## src/rtl/adc_stim_gen_if.sv

```systemverilog
// ---------------------------------------------------------------------------
// adc_stim_gen_if
// Bundle between the ADC stimulus generator and whoever controls it and
// watches its output pins.
//
// Signals
//   i_enable        run when high; DCO and data freeze when low
//   i_mode          0 ramp, 1 constant, 2 alternating, 3 PRBS
//   i_const         value used by the constant and alternating modes
//   i_half_period   i_clock cycles per DCO half period (0 behaves as 1)
//   o_dco           generated data clock
//   o_data          channel k at [k*DATA_WIDTH +: DATA_WIDTH]
//   o_sample_stb    one-cycle pulse in the cycle o_data updates
//   o_sample_count  updates since reset, wraps at 2^32
//
// Modports
//   master  controller side: drives the i_* controls, observes the o_* pins
//   slave   generator side
// ---------------------------------------------------------------------------
interface adc_stim_gen_if #(
  parameter int DATA_WIDTH   = 14,
  parameter int NUM_CHANNELS = 1,
  parameter int DIV_WIDTH    = 8
);
  logic                               i_enable;
  logic [1:0]                         i_mode;
  logic [DATA_WIDTH-1:0]              i_const;
  logic [DIV_WIDTH-1:0]               i_half_period;
  logic                               o_dco;
  logic [NUM_CHANNELS*DATA_WIDTH-1:0] o_data;
  logic                               o_sample_stb;
  logic [31:0]                        o_sample_count;

  modport master (
    output i_enable,
    output i_mode,
    output i_const,
    output i_half_period,
    input  o_dco,
    input  o_data,
    input  o_sample_stb,
    input  o_sample_count
  );

  modport slave (
    input  i_enable,
    input  i_mode,
    input  i_const,
    input  i_half_period,
    output o_dco,
    output o_data,
    output o_sample_stb,
    output o_sample_count
  );
endinterface

```

## src/rtl/adc_stim_gen.sv

```systemverilog
// ---------------------------------------------------------------------------
// adc_stim_gen
// ADC front-end stimulus: a programmable-rate DCO plus NUM_CHANNELS lanes of
// DATA_WIDTH-bit sample data. Data changes on the DCO falling edge so it is
// stable across the following rising edge. All outputs are registered in the
// i_clock domain.
//
// Parameters
//   DATA_WIDTH    bits per channel sample (2..32)
//   NUM_CHANNELS  parallel sample lanes (1..8)
//   DIV_WIDTH     width of the DCO half-period setting
//
// Ports
//   i_clock  system clock, rising edge
//   i_reset  asynchronous, active-high reset
//   bus      adc_stim_gen_if.slave (controls in, DCO/data/strobe/count out)
// ---------------------------------------------------------------------------
module adc_stim_gen #(
  parameter int DATA_WIDTH   = 14,
  parameter int NUM_CHANNELS = 1,
  parameter int DIV_WIDTH    = 8
) (
  input logic           i_clock,
  input logic           i_reset,
  adc_stim_gen_if.slave bus
);

  localparam int OUT_W = NUM_CHANNELS * DATA_WIDTH;

  // Galois form of x^32+x^22+x^2+x+1, shifting toward bit 0.
  localparam logic [31:0] LFSR_TAPS = 32'h8020_0003;
  localparam logic [31:0] LFSR_SEED = 32'h0000_0001;

  localparam logic [DIV_WIDTH-1:0]  DIV_ONE  = DIV_WIDTH'(1);
  localparam logic [DATA_WIDTH-1:0] DATA_ONE = DATA_WIDTH'(1);

  // DCO timing
  logic [DIV_WIDTH-1:0] cnt_q;
  logic [DIV_WIDTH-1:0] h_lat_q;
  logic [DIV_WIDTH-1:0] h_live;
  logic [DIV_WIDTH-1:0] h_cur;
  logic                 first_q;
  logic                 dco_q;
  logic                 toggle;
  logic                 update;

  // Data generation
  logic [DATA_WIDTH-1:0] base_q;
  logic [DATA_WIDTH-1:0] base_nxt;
  logic                  phase_q;
  logic [31:0]           lfsr_q;
  logic [31:0]           lfsr_nxt;
  logic [OUT_W-1:0]      data_q;
  logic [OUT_W-1:0]      data_nxt;
  logic                  stb_q;
  logic [31:0]           count_q;

  assign h_live = (bus.i_half_period == '0) ? DIV_ONE : bus.i_half_period;

  // The half-period length is latched at every toggle so that a mid-period
  // change of i_half_period only affects the next half period. Between reset
  // and the first toggle there is no latched value yet, so the live setting
  // is used.
  assign h_cur  = first_q ? h_live : h_lat_q;
  assign toggle = bus.i_enable && (cnt_q == (h_cur - DIV_ONE));
  assign update = toggle && dco_q;

  always_comb begin
    base_nxt = base_q;
    lfsr_nxt = lfsr_q;
    data_nxt = data_q;
    case (bus.i_mode)
      2'd0: begin
        base_nxt = base_q + DATA_ONE;
        for (int k = 0; k < NUM_CHANNELS; k++) begin
          data_nxt[k*DATA_WIDTH +: DATA_WIDTH] = base_nxt + DATA_WIDTH'(k);
        end
      end
      2'd1: begin
        for (int k = 0; k < NUM_CHANNELS; k++) begin
          data_nxt[k*DATA_WIDTH +: DATA_WIDTH] = bus.i_const;
        end
      end
      2'd2: begin
        for (int k = 0; k < NUM_CHANNELS; k++) begin
          data_nxt[k*DATA_WIDTH +: DATA_WIDTH] = phase_q ? ~bus.i_const : bus.i_const;
        end
      end
      default: begin
        // Nonzero seed and a primitive polynomial keep the LFSR off all-zero.
        lfsr_nxt = lfsr_q[0] ? ((lfsr_q >> 1) ^ LFSR_TAPS) : (lfsr_q >> 1);
        for (int k = 0; k < NUM_CHANNELS; k++) begin
          data_nxt[k*DATA_WIDTH +: DATA_WIDTH] = lfsr_nxt[DATA_WIDTH-1:0] ^ DATA_WIDTH'(k);
        end
      end
    endcase
  end

  always_ff @(posedge i_clock or posedge i_reset) begin
    if (i_reset) begin
      cnt_q   <= '0;
      h_lat_q <= '0;
      first_q <= 1'b1;
      dco_q   <= 1'b0;
      base_q  <= '0;
      phase_q <= 1'b0;
      lfsr_q  <= LFSR_SEED;
      data_q  <= '0;
      stb_q   <= 1'b0;
      count_q <= '0;
    end else begin
      stb_q <= update;
      if (bus.i_enable) begin
        if (toggle) begin
          cnt_q   <= '0;
          dco_q   <= ~dco_q;
          h_lat_q <= h_live;
          first_q <= 1'b0;
        end else begin
          cnt_q <= cnt_q + DIV_ONE;
        end
      end
      if (update) begin
        data_q  <= data_nxt;
        base_q  <= base_nxt;
        lfsr_q  <= lfsr_nxt;
        count_q <= count_q + 32'd1;
        if (bus.i_mode == 2'd2) begin
          phase_q <= ~phase_q;
        end
      end
    end
  end

  assign bus.o_dco          = dco_q;
  assign bus.o_data         = data_q;
  assign bus.o_sample_stb   = stb_q;
  assign bus.o_sample_count = count_q;

endmodule

```

## src/flat_wrapper.sv

```systemverilog
// flat-port wrapper written by rule: the top's interface ports become plain ports
module adc_stim_gen_flat 
#(
  parameter int DATA_WIDTH   = 14,
  parameter int NUM_CHANNELS = 1,
  parameter int DIV_WIDTH    = 8
)
  (i_clock, i_reset, bus_i_enable, bus_i_mode, bus_i_const, bus_i_half_period, bus_o_dco, bus_o_data, bus_o_sample_stb, bus_o_sample_count);
  adc_stim_gen_if #(.DATA_WIDTH(DATA_WIDTH), .NUM_CHANNELS(NUM_CHANNELS), .DIV_WIDTH(DIV_WIDTH)) bus_i ();
  input logic i_clock;
  input logic i_reset;
  input wire logic [$bits(bus_i.i_enable)-1:0] bus_i_enable;
  input wire logic [$bits(bus_i.i_mode)-1:0] bus_i_mode;
  input wire logic [$bits(bus_i.i_const)-1:0] bus_i_const;
  input wire logic [$bits(bus_i.i_half_period)-1:0] bus_i_half_period;
  output wire logic [$bits(bus_i.o_dco)-1:0] bus_o_dco;
  output wire logic [$bits(bus_i.o_data)-1:0] bus_o_data;
  output wire logic [$bits(bus_i.o_sample_stb)-1:0] bus_o_sample_stb;
  output wire logic [$bits(bus_i.o_sample_count)-1:0] bus_o_sample_count;
  assign bus_i.i_enable = bus_i_enable;
  assign bus_i.i_mode = bus_i_mode;
  assign bus_i.i_const = bus_i_const;
  assign bus_i.i_half_period = bus_i_half_period;
  assign bus_o_dco = bus_i.o_dco;
  assign bus_o_data = bus_i.o_data;
  assign bus_o_sample_stb = bus_i.o_sample_stb;
  assign bus_o_sample_count = bus_i.o_sample_count;
  adc_stim_gen #(.DATA_WIDTH(DATA_WIDTH), .NUM_CHANNELS(NUM_CHANNELS), .DIV_WIDTH(DIV_WIDTH)) u_core (.i_clock(i_clock), .i_reset(i_reset), .bus(bus_i));
endmodule
```

## config.mk

```make
export PLATFORM = sky130hd
export DESIGN_NAME = adc_stim_gen_flat
export DESIGN_NICKNAME = d
export VERILOG_FILES = /design/src/rtl/adc_stim_gen_if.sv /design/src/rtl/adc_stim_gen.sv /design/src/flat_wrapper.sv
export SDC_FILE = /design/constraint.sdc
export NUM_CORES = 1
export LEC_CHECK = 0
export BUFFER_PORTS_ARGS = -buffer_cell sky130_fd_sc_hd__buf_4
export CAP_MARGIN = 0
export CORE_MARGIN = 1
export CORE_UTILIZATION = 58
export DETAILED_ROUTE_END_ITERATION = 12
export PLACE_DENSITY = 0.87
export SETUP_SLACK_MARGIN = 0.1
export SKIP_CTS_REPAIR_TIMING = 1
export SYNTH_ARGS = -nofsm -noshare
export SYNTH_HDL_FRONTEND = slang
export SYNTH_SLANG_ARGS = --single-unit
```

## constraint.sdc

```tcl
create_clock -name i_clock -period 3.8 [get_ports i_clock]
set_input_delay 0 -clock i_clock [delete_from_list [all_inputs] [get_ports i_clock]]
set_output_delay 0 -clock i_clock [all_outputs]
set_load 0.02 [all_outputs]
```

==> impl_metrics.toml, run 1 <==
[clock_tree]
cts_made_buffers = 9
cts_tree = "done"
clockBufferDepth = 2
cts_root_buffer = "clkbuf_8"
clock_latency_ps = 370
htreeDepth = 3
path_clk_slew_ps = 100
cts_sinks = 112

[synthesis]
avgSynthCellArea_um2 = 11.8
syn_nets = 518
synthFlopType = "dfrtp_1"
ys_seq_area_frac = 0.488
synth_warnings = 0
synth-seq-cells = 112
yosysUniqueCellTypes = 46
synth-async-reset-ratio = 1.00
synth_area_mm2 = 0.00575
syn_inst = 487
synth_edf_count = 0

[worst_hold_path]
hp-class = "input pin to register"
holdPathStages = 5

[global_routing]
first_global_vias = 3988
antenna_found_initial = 0
grt_overflow_total = 0
grt_first_pass_wirelength_um = 18700
track_usage = 0.232
grt_max_degree = 81

[floorplan]
core_region_area_mm2 = 0.00942
die_y_um = 102
die_w_um = 102
dieArea_mm2 = 0.0103
start_util = 0.611
io_pins = 75
row_count = 35

[worst_setup_path]
cp_num_buf_inv = 2
crit_arrival_ps = 3580
cpPeakStageDelay_ps = 550
cp_top_family = "compound AO/OA/AOI/OAI gates"
cp-end-kind = "register"
rr_worst_depth = 11
start_kind = "register"
crit_cells = 11
cpMaxStageDelayCell = "dfstp_2"
critical_path_class = "register to register"
crit_top_cell = "buf_4"
required_ps = 4060
worstPathCellList = "buf_4 -> nor4b_2 -> a31oi_2 -> ha_1 -> o21ai_0 -> o221ai_1 -> a211oi_2 -> o2111ai_4 -> buf_4 -> nor2_1 -> mux2_2"
worst-path-max-fanout = 34

[final_layout]
final_cell_mix = "110 x dfrtp_1, 79 x buf_4, 66 x xor2_1, 53 x mux2_2, 31 x nor3_1"
layout_commonest_cell = "dfrtp_1"
final_area_mm2 = 0.00670
final-seq-area_mm2 = 0.00281
nets = 594
area_growth_syn_to_layout_pct = 16.5
multi_input_area_mm2 = 0.00280
drive_gt1_frac = 0.308
n_fill_cell = 621
num_antenna_cells = 0

[place]
io_buffer_count = 74
hpwl_um = 7800
placed_area_mm2 = 0.00640
gp_congestion = 0.810

[sta]
finClkSkew_ps = 18.1
period_needed_ps = 3330
setup_tns_ps = 0
setup-violations-final = 0
fmax_ghz = 0.301
worst_slew_pin_slew_ps = 946
maxSlewHeadroom = 0.369
final-hold-violation-count = 0
drv_slew = 0
rsz0062_at_grt = "false"
fin_crit_sh = 0.875

[pwr]
vdd_ir_drop_max_uv = 179
finalPower_mw = 2.12
p_leak_nw = 3.37
powerDensity_mw_per_mm2 = 317

[detailed_routing]
drtAntennaViolNets = 0
vias = 3964
routed_wl_um = 11200
drt_pass1_iterations = 4
vias_per_cell = 5.69
drc_errors = 0
wl_per_cell_um = 16.0
initialDrtViolationCount = 184

[job]
drv_cap = 0

[outcome]
status = "finished clean"
==> cell usage after synthesis, types with 5 or more instances <==
| master | n | area (um2) |
|---|---|---|
| nor3b_1 | 6 | 45.0 |
| nand4_1 | 7 | 43.8 |
| mux2_2 | 53 | 597 |
| xor2_1 | 66 | 578 |
| xnor2_1 | 25 | 219 |
| clkbuf_1 | 14 | 52.6 |
| and2_1 | 9 | 56.3 |
| nor4_1 | 12 | 75.1 |
| inv_1 | 9 | 33.8 |
| mux4_2 | 12 | 270 |
| and3_1 | 5 | 31.3 |
| mux2i_1 | 6 | 60.1 |
| o21ai_0 | 7 | 35.0 |
| nand2_1 | 25 | 93.8 |
| nor2_1 | 16 | 60.1 |
| nor3_1 | 31 | 155 |
| dfrtp_1 | 110 | 2750 |
| nand3_1 | 22 | 110 |
==> power by group <==
part           switching (mW)  internal [mW]  leakage, nW
combinational           0.101          0.105         1.77
sequential             0.0378           1.22         1.52
clock                   0.413          0.248       0.0850
total                   0.552           1.57         3.37
==> per-stage QoR <==
| stage | setup WS (ps) | std cells | utilization | hold slack (ps) |
|---|---|---|---|---|
| floorplan | 630 | 487 | - | 92.6 |
| global placement | 515 | 671 | 0.680 | 236 |
| detailed placement | 398 | 671 | 0.680 | 246 |
| CTS | 374 | 687 | 0.699 | -153 |
| global route | 215 | 697 | 0.711 | 90.6 |
| finish | 474 | 697 | 0.711 | 66.7 |
==> registers in the layout, indices dropped and copies added, names as in the netlist, 8 cells and up <==
register,cells
u_core.lfsr_q,32
u_core.cnt_q,8
u_core.h_lat_q,8
u_core.base_q,14
u_core.bus.o_data,14
u_core.bus.o_sample_count,32
==> metal layers <==
layer	track usage	share of wire	vias to the layer above
li1	-	-	1866
met1	0.293	0.43	1993
met2	0.409	0.52	95
met3	0.0462	0.040	10
met4	0.0591	0.0094	0
met5	0	0	-
==> path summary, 6_finish.rpt <==
kind	from	end	slack (ps)
worst max-delay path	u_core.first_q	u_core.base_q[1]	470
worst min-delay path	bus_i_const[0]	u_core.bus.o_data[0]	70
worst max register to register	u_core.first_q	u_core.base_q[1]	470
worst min register to register	u_core.bus.o_sample_count[31]	u_core.bus.o_sample_count[31]	470
max in group asynchronous	i_reset	u_core.bus.o_sample_count[9]	2400
min in group asynchronous	i_reset	u_core.cnt_q[0]	400
==> layout make-up <==
class | instances | share of cell area
clock buffers | 10 | 0.0191
inverters | 9 | 0.00542
clock inverters | 6 | 0.00785
well taps | 129 | 0.0241
flip-flops and latches | 112 | 0.419
repair buffers | 90 | 0.107
multi-input cells | 341 | 0.418
==> cells by family (layout without fill, tap and decap cells) <==
family          Yosys count  after routing  share of synthesized area
simple gates            150            150                      0.140
flops                   112            112                      0.488
xor+xnor                 91             91                      0.139
mux                      74             74                      0.168
buf+inv                  34            115                     0.0294
compound gates           22             22                     0.0276
fa+ha+maj                 4              4                    0.00871
==> worst min-delay path: stages <==
cell	delay, ps
buf_4	100
nand2_1	50
o21ai_0	60
o21ai_0	70
o21ai_0	120
Power figures use the tool's default switching activity.
==> inputs of run 2 (changes only) <==
--- a/config.mk
+++ b/config.mk
@@ -5,12 +5,14 @@
 export SDC_FILE = /design/constraint.sdc
 export NUM_CORES = 1
 export LEC_CHECK = 0
+export ABC_AREA = 0
 export BUFFER_PORTS_ARGS = -buffer_cell sky130_fd_sc_hd__buf_4
 export CAP_MARGIN = 0
 export CORE_MARGIN = 1
-export CORE_UTILIZATION = 58
+export CORE_UTILIZATION = 54
+export CTS_BUF_LIST = sky130_fd_sc_hd__clkbuf_8
 export DETAILED_ROUTE_END_ITERATION = 12
-export PLACE_DENSITY = 0.87
+export PLACE_DENSITY = 0.85
 export SETUP_SLACK_MARGIN = 0.1
 export SKIP_CTS_REPAIR_TIMING = 1
 export SYNTH_ARGS = -nofsm -noshare
==> constraint.sdc (replaced) <==
create_clock -name i_clock -period 2.8 [get_ports i_clock]
set_input_delay 0 -clock i_clock [delete_from_list [all_inputs] [get_ports i_clock]]
set_output_delay 0 -clock i_clock [all_outputs]
set_load 0.02 [all_outputs]
==> run 2 against run 1 <==
Net effect:
- the run now ends with negative setup slack left
- first-iteration DRC count up 11%
- design area up 14%
- clock power up 53%
- routed wire length up 22%
- power up 42%
- count of clock-buffer cells in the layout unchanged
- worst setup slack worse by 690 ps
- utilization up 3.0 points
- worst hold slack worse by 34 ps
- sequential cell count unchanged
- global-route usage down 0.097 points
- combinational power up 43%
- critical path type unchanged
- critical endpoint is now u_core.lfsr_q[20]
- largest cell class is now multi-input combinational cells
==> impl_metrics.toml, run 2 (synthesis gave the netlist of run 1 again) <==
[worst_setup_path]
r2r-end = "u_core.lfsr_q[20]"
r2r-start = "u_core.first_q"
rr_worst_depth = 10
cp_top_family = "compound AO/OA/AOI/OAI gates"
endpoint = "u_core.lfsr_q[20]"
crit_arrival_ps = 3290
worstSetupStartpoint = "u_core.first_q"
required_ps = 3070
r2r_slack_ps = -210
cp_num_buf_inv = 1
worst-path-max-fanout = 23
worstPathCellList = "mux2_4 -> a31oi_4 -> ha_4 -> nand3_1 -> or3_1 -> a211oi_2 -> o2111ai_4 -> nor2_4 -> buf_12 -> mux2_2"
crit_cells = 10
cpPeakStageDelay_ps = 590
critical_path_class = "register to register"
start_kind = "register"
cpMaxStageDelayCell = "dfstp_2"
cp-end-kind = "register"

[detailed_routing]
vias = 4256
routed_wl_um = 13700
drt_pass1_iterations = 4
initialDrtViolationCount = 204
wl_per_cell_um = 18.5
drc_errors = 0
vias_per_cell = 5.75
drtAntennaViolNets = 0

[worst_hold_path]
hp-class = "input pin to register"

[clock_tree]
path_clk_slew_ps = 110
htreeDepth = 3
clockBufferDepth = 2
cts_tree = "done"
clock_latency_ps = 390
cts_sinks = 112
cts_made_buffers = 9
cts_root_buffer = "clkbuf_8"

[place]
hpwl_um = 8590
gp_congestion = 0.828
io_buffer_count = 74
placed_area_mm2 = 0.00697

[final_layout]
nets = 630
drive_gt1_frac = 0.435
num_antenna_cells = 0
final_util = 0.741
area_growth_syn_to_layout_pct = 33.1
n_fill_cell = 653
final_cell_mix = "110 x dfrtp_1, 94 x buf_4, 66 x xor2_1, 51 x mux2_2, 24 x nand2_1"
layout_commonest_cell = "dfrtp_1"
final_area_mm2 = 0.00765

[sta]
setup_slack_ps = -212
maxSlewHeadroom = 0.403
worst_slew_pin_slew_ps = 894
finClkSkew_ps = 17.6
fmax_ghz = 0.332
fin_crit_sh = 1.08
setup-violations-final = 103
rsz0062_at_grt = "true"
final-hold-violation-count = 0
period_needed_ps = 3010
drv_slew = 0

[floorplan]
core_region_area_mm2 = 0.0103
io_pins = 75
dieArea_mm2 = 0.0111
die_w_um = 105
die_y_um = 105
row_count = 37
start_util = 0.557

[global_routing]
use_met2 = 0.391
met1_usage = 0.299
use_met3 = 0.0449
gr-max-usage-layer = "met2"
grt_overflow_total = 0
grt_first_pass_wirelength_um = 20200
grt_max_degree = 73
first_global_vias = 4152
antenna_found_initial = 0
track_usage = 0.231

[pwr]
combPwrFrac = 0.098
powerDensity_mw_per_mm2 = 393
p_leak_nw = 4.05
pwr-share-clk = 0.336
switchingPower_mw = 0.761
p_int_mw = 2.25
vdd_ir_drop_max_uv = 244
p_seq_frac = 0.566
swShare = 0.253

[outcome]
status = "finished with violations"
violations = "negative setup slack"

[job]
drv_cap = 0
## run 2: tightest hold or removal path: stages
cell     delay, ps
buf_4          120
nor3_1          50
a31oi_1        150
o21ai_1         70
## run 2: worst min-delay path by stage
stage / to / depth (start not counted) / slack (ps) / start
global placement: u_core.base_q[5] / 2 / 220 / i_reset
finish: u_core.h_lat_q[0] / 4 / 30 / bus_i_half_period[7]
detailed placement: u_core.bus.o_data[6] / 2 / 240 / i_reset
global route: u_core.bus.o_data[2] / 3 / 50 / bus_i_const[2]
CTS: u_core.bus.o_data[6] / 2 / -190 / i_reset
floorplan: u_core.cnt_q[1] / 1 / 90 / bus_i_enable
## run 2: metal layers
metal  vias to the layer above  wire (um)
met5                         -          0
met4                         0        309
met3                        28        536
met2                       126       7170
met1                      2168       5690
li1                       1934          -
## run 2: area by class of cell
class	instances	area, um2	share of cell area
timing repair buffer	126	1140	0.150
inverter	9	37.5	0.00490
multi-input combinational	341	3290	0.430
clock buffer	10	138	0.0180
tap	136	170	0.0222
clock inverter	6	68.8	0.00899
sequential	112	2810	0.366
## run 2: metrics by stage
step                      hold WS (ps)  cells  power [mW]  setup TNS [ps]  setup WS [ps]
after CTS                         -194    715        3.00          -13710           -263
after global placement             223    699        2.00           -7100           -161
after floorplan                   90.6    487        1.92          -10100           -226
after detailed placement           236    699        2.01          -10950           -236
after global routing              51.7    740        3.12          -24690           -328
final                             33.0    740        3.01          -12810           -212
## run 2: power by group through the flow
| stage | Clock [mW] | Combinational [mW] | Sequential (mW) |
|---|---|---|---|
| 2_1_floorplan | 0 | 0.201 | 1.72 |
| 3_3_place_gp | 0 | 0.266 | 1.73 |
| 3_5_place_dp | 0 | 0.278 | 1.73 |
| 4_1_cts | 1.02 | 0.280 | 1.70 |
| 5_1_grt | 1.09 | 0.327 | 1.71 |
| 6_report | 1.01 | 0.295 | 1.70 |
